`config.mk`:
```
export PLATFORM = sky130hd
export DESIGN_NAME = imem_port_arbiter
export DESIGN_NICKNAME = d
export VERILOG_FILES = /design/src/rtl/imem_pkg.sv /design/src/rtl/imem_rr_pick.sv /design/src/rtl/imem_port_arbiter.sv
export SDC_FILE = /design/constraint.sdc
export NUM_CORES = 1
export LEC_CHECK = 0
export BUFFER_PORTS_ARGS = -buffer_cell sky130_fd_sc_hd__buf_2
export CAP_MARGIN = 20
export CORE_AREA = 10 10 136 138
export CTS_CLUSTER_SIZE = 28
export DETAILED_ROUTE_END_ITERATION = 12
export DIE_AREA = 0 0 146 148
export PLACE_DENSITY = 0.76
export SLEW_MARGIN = 20
export SYNTH_ARGS = -nofsm -noshare
export SYNTH_HDL_FRONTEND = slang
export SYNTH_SLANG_ARGS = --single-unit
export TNS_END_PERCENT = 10
```
`constraint.sdc`:
```
create_clock -name clk -period 3.95 [get_ports clk]
set_input_delay 0.395 -clock clk [delete_from_list [all_inputs] [get_ports clk]]
set_output_delay 0.395 -clock clk [all_outputs]
set_load 0.02 [all_outputs]
```
`src/rtl/imem_pkg.sv`:
```
// imem_pkg: shared types, constants and helpers for the instruction-memory port arbiter
package imem_pkg;

    typedef enum logic [1:0] {
        RUN     = 2'd0,
        LOAD    = 2'd1,
        DRAIN   = 2'd2,
        RESTART = 2'd3
    } state_t;

    typedef enum logic [1:0] {
        NONE   = 2'd0,
        FETCH  = 2'd1,
        LOADER = 2'd2
    } owner_t;

    localparam logic [31:0] BOOT_ADDR_DEF = 32'h0000_0000;

    function automatic logic [29:0] WORD_ADDR(input logic [31:0] addr);
        return addr[31:2];
    endfunction

endpackage

```
`src/rtl/imem_rr_pick.sv`:
```
// imem_rr_pick: two-way fetch/loader picker, fixed loader priority or round-robin on rr_last
module imem_rr_pick
    import imem_pkg::*;
#(
    parameter bit LOADER_PRIO = 1'b0
) (
    input  logic clk,
    input  logic rst,
    input  logic i_req_f,
    input  logic i_req_l,
    output logic o_gnt_f,
    output logic o_gnt_l
);

    owner_t r_rr_last;
    logic   w_both;

    always_comb begin
        w_both  = i_req_f & i_req_l;
        o_gnt_l = i_req_l & (!i_req_f | LOADER_PRIO | (r_rr_last == FETCH));
        o_gnt_f = i_req_f & !o_gnt_l;
    end

    always_ff @(posedge clk) begin
        if (rst)
            r_rr_last <= LOADER;
        else if (w_both)
            r_rr_last <= o_gnt_l ? LOADER : FETCH;
    end

endmodule

```
`src/rtl/imem_port_arbiter.sv`:
```
// imem_port_arbiter: shares the instruction memory between fetch and the loader, sequencing load sessions
module imem_port_arbiter
    import imem_pkg::*;
#(
    parameter int          SIZE        = 1024,
    parameter logic [31:0] BOOT_ADDR   = BOOT_ADDR_DEF,
    parameter bit          LOADER_PRIO = 1'b0
) (
    input  logic        clk,
    input  logic        rst,
    input  logic        i_f_req,
    input  logic [31:0] i_f_addr,
    output logic        o_f_gnt,
    output logic        o_f_rvalid,
    output logic [31:0] o_f_rdata,
    output logic [31:0] o_f_rdata_pred,
    output logic        o_f_fault,
    output logic        o_f_stall,
    output logic        o_f_restart,
    output logic [31:0] o_f_restart_pc,
    input  logic        i_l_session,
    input  logic        i_l_req,
    input  logic        i_l_we,
    input  logic [31:0] i_l_addr,
    input  logic [31:0] i_l_wdata,
    input  logic [3:0]  i_l_mask,
    output logic        o_l_gnt,
    output logic        o_l_rvalid,
    output logic [31:0] o_l_rdata,
    output logic        o_l_err,
    output logic [31:0] o_m_addr,
    output logic        o_m_ren,
    output logic        o_m_we,
    output logic [3:0]  o_m_wmask,
    output logic [31:0] o_m_wdata,
    input  logic [31:0] i_m_rdata,
    input  logic [31:0] i_m_rdata_pred
);

    localparam logic [31:0] W_SIZE = 32'(SIZE);

    state_t      r_state;
    state_t      w_next;
    owner_t      r_owner;
    logic        r_fault;
    logic        r_l_rd;
    logic [31:0] r_f_rdata;
    logic [31:0] r_f_rdata_pred;
    logic [31:0] r_l_rdata;
    logic        w_f_req;
    logic        w_l_req;
    logic        w_f_oor;
    logic        w_l_oor;
    logic        w_l_err;
    logic        w_l_rd_rsp;

    always_comb begin
        w_f_req = i_f_req & (r_state == RUN);
        w_l_req = i_l_req & (r_state != DRAIN);
    end

    imem_rr_pick #(
        .LOADER_PRIO(LOADER_PRIO)
    ) u_pick (
        .clk     (clk),
        .rst     (rst),
        .i_req_f (w_f_req),
        .i_req_l (w_l_req),
        .o_gnt_f (o_f_gnt),
        .o_gnt_l (o_l_gnt)
    );

    always_comb begin
        w_next         = r_state;
        o_f_stall      = (r_state == LOAD) | (r_state == DRAIN);
        o_f_restart    = r_state == RESTART;
        o_f_restart_pc = BOOT_ADDR;
        case (r_state)
            RUN:     w_next = i_l_session ? LOAD : RUN;
            LOAD:    w_next = i_l_session ? LOAD : DRAIN;
            DRAIN:   w_next = RESTART;
            RESTART: w_next = i_l_session ? LOAD : RUN;
            default: w_next = RUN;
        endcase
    end

    always_ff @(posedge clk) begin
        if (rst)
            r_state <= RUN;
        else
            r_state <= w_next;
    end

    // writes are only legal while a session owns the memory
    always_comb begin
        w_f_oor   = {2'b00, WORD_ADDR(i_f_addr)} >= W_SIZE;
        w_l_oor   = {2'b00, WORD_ADDR(i_l_addr)} >= W_SIZE;
        w_l_err   = w_l_oor | (i_l_we & (r_state != LOAD));
        o_m_addr  = o_f_gnt ? i_f_addr : (o_l_gnt ? i_l_addr : '0);
        o_m_ren   = (o_f_gnt & !w_f_oor) | (o_l_gnt & !i_l_we & !w_l_oor);
        o_m_we    = o_l_gnt & i_l_we & !w_l_err;
        o_m_wmask = o_m_we ? i_l_mask : '0;
        o_m_wdata = o_m_we ? i_l_wdata : '0;
    end

    always_comb begin
        o_f_rvalid     = r_owner == FETCH;
        o_f_fault      = o_f_rvalid & r_fault;
        o_f_rdata      = o_f_rvalid ? (r_fault ? '0 : i_m_rdata) : r_f_rdata;
        o_f_rdata_pred = o_f_rvalid ? (r_fault ? '0 : i_m_rdata_pred) : r_f_rdata_pred;
        o_l_rvalid     = r_owner == LOADER;
        o_l_err        = o_l_rvalid & r_fault;
        w_l_rd_rsp     = o_l_rvalid & r_l_rd;
        o_l_rdata      = w_l_rd_rsp ? (r_fault ? '0 : i_m_rdata) : r_l_rdata;
    end

    always_ff @(posedge clk) begin
        if (rst) begin
            r_owner        <= NONE;
            r_fault        <= 1'b0;
            r_l_rd         <= 1'b0;
            r_f_rdata      <= '0;
            r_f_rdata_pred <= '0;
            r_l_rdata      <= '0;
        end else begin
            r_owner        <= o_f_gnt ? FETCH : (o_l_gnt ? LOADER : NONE);
            r_fault        <= o_f_gnt ? w_f_oor : w_l_err;
            r_l_rd         <= !i_l_we;
            r_f_rdata      <= o_f_rdata;
            r_f_rdata_pred <= o_f_rdata_pred;
            r_l_rdata      <= o_l_rdata;
        end
    end

endmodule
```
==> impl_metrics.yaml <==
critical_path:
  endpoint_kind: "output port"
  path_cells: "inv_1, ha_1, and2b_1, o21ai_2, inv_1, a22o_1, buf_2"
  crit_cells: 7
  worst-setup-path-type: "flip-flop to output port"
  worstPathArrival_ns: 2.53
  cp_slowest_stage_delay_ns: 0.70
  cpMostUsedCell: "inv_1"
  crit_family: "buffers and inverters"
  path_max_fanout: 33
  startpoint_type: "flip-flop"
  r2r_cells: 6
  critPathRequiredTime_ns: 3.56
  cp.buffers_inverters: 3
  cpMaxStageDelayCell: "inv_1"
clocking:
  clock_tree.root_cell: "clkbuf_16"
  cts_hold_buf: 0
  clock_latency_ns: 0.34
  cts_buffer_depth: 2
  cts_setup_buffers: 0
  cts.htree.levels: 3
  cts_tree: "yes"
  cts.repair.resized: 0
  cts_buffers: 9
  cts_num_sinks: 104
  clk_pin_slew_ns: 0.07
yosys:
  synth_ff_type: "dfxtp_1"
  async_flop_share: 0
  synth-seq-cells: 104
  yosysUniqueCellTypes: 30
  synth_area_mm2: 0.005081
  synth.avg_cell_area_um2: 7.734
  synth_warnings: 0
  synth_common_cells: "163 x nand2_1, 118 x and2_1, 104 x dfxtp_1"
  netlist.area_leader.share: 0.4098
  yosysMostFrequentCell: "nand2_1"
  ys_seq_area_frac: 0.4098
  yosys.area.top_type: "dfxtp_1"
  synth_edf_count: 0
  synthCells: 657
  yosys-top-cells-area: "dfxtp_1 41%, and2_1 15%, nand2_1 12%, o21ai_0 9.7%, a22o_1 5.3%"
sta:
  drv_slew: 0
  slew_headroom: 0.3762
  fmax_mhz: 341.9
  finalWorstSetupSlack_ns: 1.025
  setup-violations-final: 0
  finClkSkew_ns: 0.007101
  tns_ns: 0
  hold_viol_final: 0
  period_minus_slack_ns: 2.925
  post-route-period-util: 0.7406
  tightest_slew_ns: 0.9346
  rsz0062_at_grt: "false"
routing:
  wl_per_cell_um: 17.39
  first_pass_iters: 4
  final_antenna_net_count: 0
  drt-total-wl_mm: 20.87
  drtIter0Drc: 174
  vias: 5342
  drc: 0
  routed_via_density: 4.452
grt:
  grtUsageTotal: 0.1812
  grt_pass1_wl_mm: 30.87
  antenna_found_initial: 5
  grt_pass1_vias: 5268
  gr-total-overflow: 0
  grt_max_degree: 88
floorplanning:
  fp.dieW_um: 146
  initial_core_util: 0.3234
  row_count: 46
  die_h_um: 148
  dieArea_mm2: 0.02161
  coreArea_mm2: 0.01571
  io_pins: 376
status:
  status: "finished clean"
flow_run:
  max-cap-violations: 0
placement:
  place_ws_ns: 1.387
  hpwl_mm: 17.37
  port_buffers: 343
  finalWeightedCongestion: 0.8811
hold_path:
  min_path_cells: 2
  hp-class: "input port to flip-flop"
layout:
  area_growth_pct: 40.56
  drive_gt1_frac: 0.3982
  final_nets: 1147
pwr:
  leakagePower_uw: 0.003749
  p_per_area_mw_per_mm2: 350.0
  ir_worst_vdd_mv: 0.1601
==> layout by cell type (no fill, tap or decap), types with 5 or more instances in the layout <==
cell type,Yosys,routed
nor4_1,9,9
o21ai_0,98,98
buf_2,0,343
nand2_1,163,163
inv_1,7,5
buf_4,32,8
dfxtp_1,104,104
diode_2,0,7
and2_2,16,16
a22o_1,31,31
clkbuf_16,0,9
conb_1,1,32
and2_1,118,118
==> sequential cells by signal, summed over array words and instances, names as in the netlist <==
register          count
r_state               2
r_f_rdata            32
r_fault               1
r_owner               2
r_f_rdata_pred       32
u_pick.r_rr_last      2
r_l_rdata            32
r_l_rd                1
==> final cells by class <==
type                       instances  area [µm²]
multi-input combinational        499        2665
tap                              216       270.3
clock inverter                     2       38.79
sequential                       104        2082
fill                            1623        8571
clock buffer                      13       250.2
antenna                            7       17.52
timing repair buffer             352        1792
inverter                           7       26.28
==> final timing paths <==
path | slack [ns] | to | startpoint
hold reg to reg | 0.46 | u_pick.r_rr_last[0] | u_pick.r_rr_last[0]
setup / recovery | 1.02 | o_m_addr[2] | r_state[0]
setup reg to reg | 2.07 | r_owner[0] | r_state[0]
hold / removal | 0.27 | r_l_rd | i_l_we
==> stage by stage <==
stage | area, µm² | utilization | hold slack (ns) | cells | total power [µW]
global route | 7124 | 0.4534 | 0.2760 | 1193 | 2611
finish | 7142 | 0.4545 | 0.2721 | 1200 | 2500
floorplan | 5197 | - | 0.4328 | 688 | 1435
global placement | 6820 | 0.4341 | 0.4386 | 1177 | 1644
CTS | 7109 | 0.4525 | 0.2596 | 1192 | 2532
detailed placement | 6820 | 0.4341 | 0.4473 | 1177 | 1648
==> report_power, final <==
part / total (µW) / switching [µW] / internal (µW)
sequential: 1090 / 9.13 / 1080
combinational: 534 / 349 / 185
clock: 880 / 372 / 508
total: 2500 / 730 / 1770
==> worst register-to-register path, delay by kind of cell (launching register included) <==
family | cells | cell delay, ns
buffers and inverters | 2 | 0.44
AO/OA/AOI/OAI | 1 | 0.50
flip-flops | 1 | 0.33
AND/OR/NAND/NOR | 2 | 0.37
adder cells (fa/ha/maj) | 1 | 0.18
==> per-layer routing <==
layer	global-route usage	up-vias	wire (µm)
met5	0	-	0
met1	0.1751	2354	7509
met4	0.06957	0	555
met2	0.3302	223	10810
met3	0.08364	32	1993
li1	-	2733	-
==> logic make-up (layout without fill, tap and decap cells) <==
group / count (synthesis) / after routing / synth area share
simple gates: 325 / 325 / 0.3263
compound gates: 138 / 138 / 0.1625
other cells: 1 / 39 / 0.0007380
fa+ha+maj: 4 / 4 / 0.009850
buf+inv: 85 / 374 / 0.09087
flops: 104 / 104 / 0.4098
No activity file was read; power rests on OpenSTA's default activity.
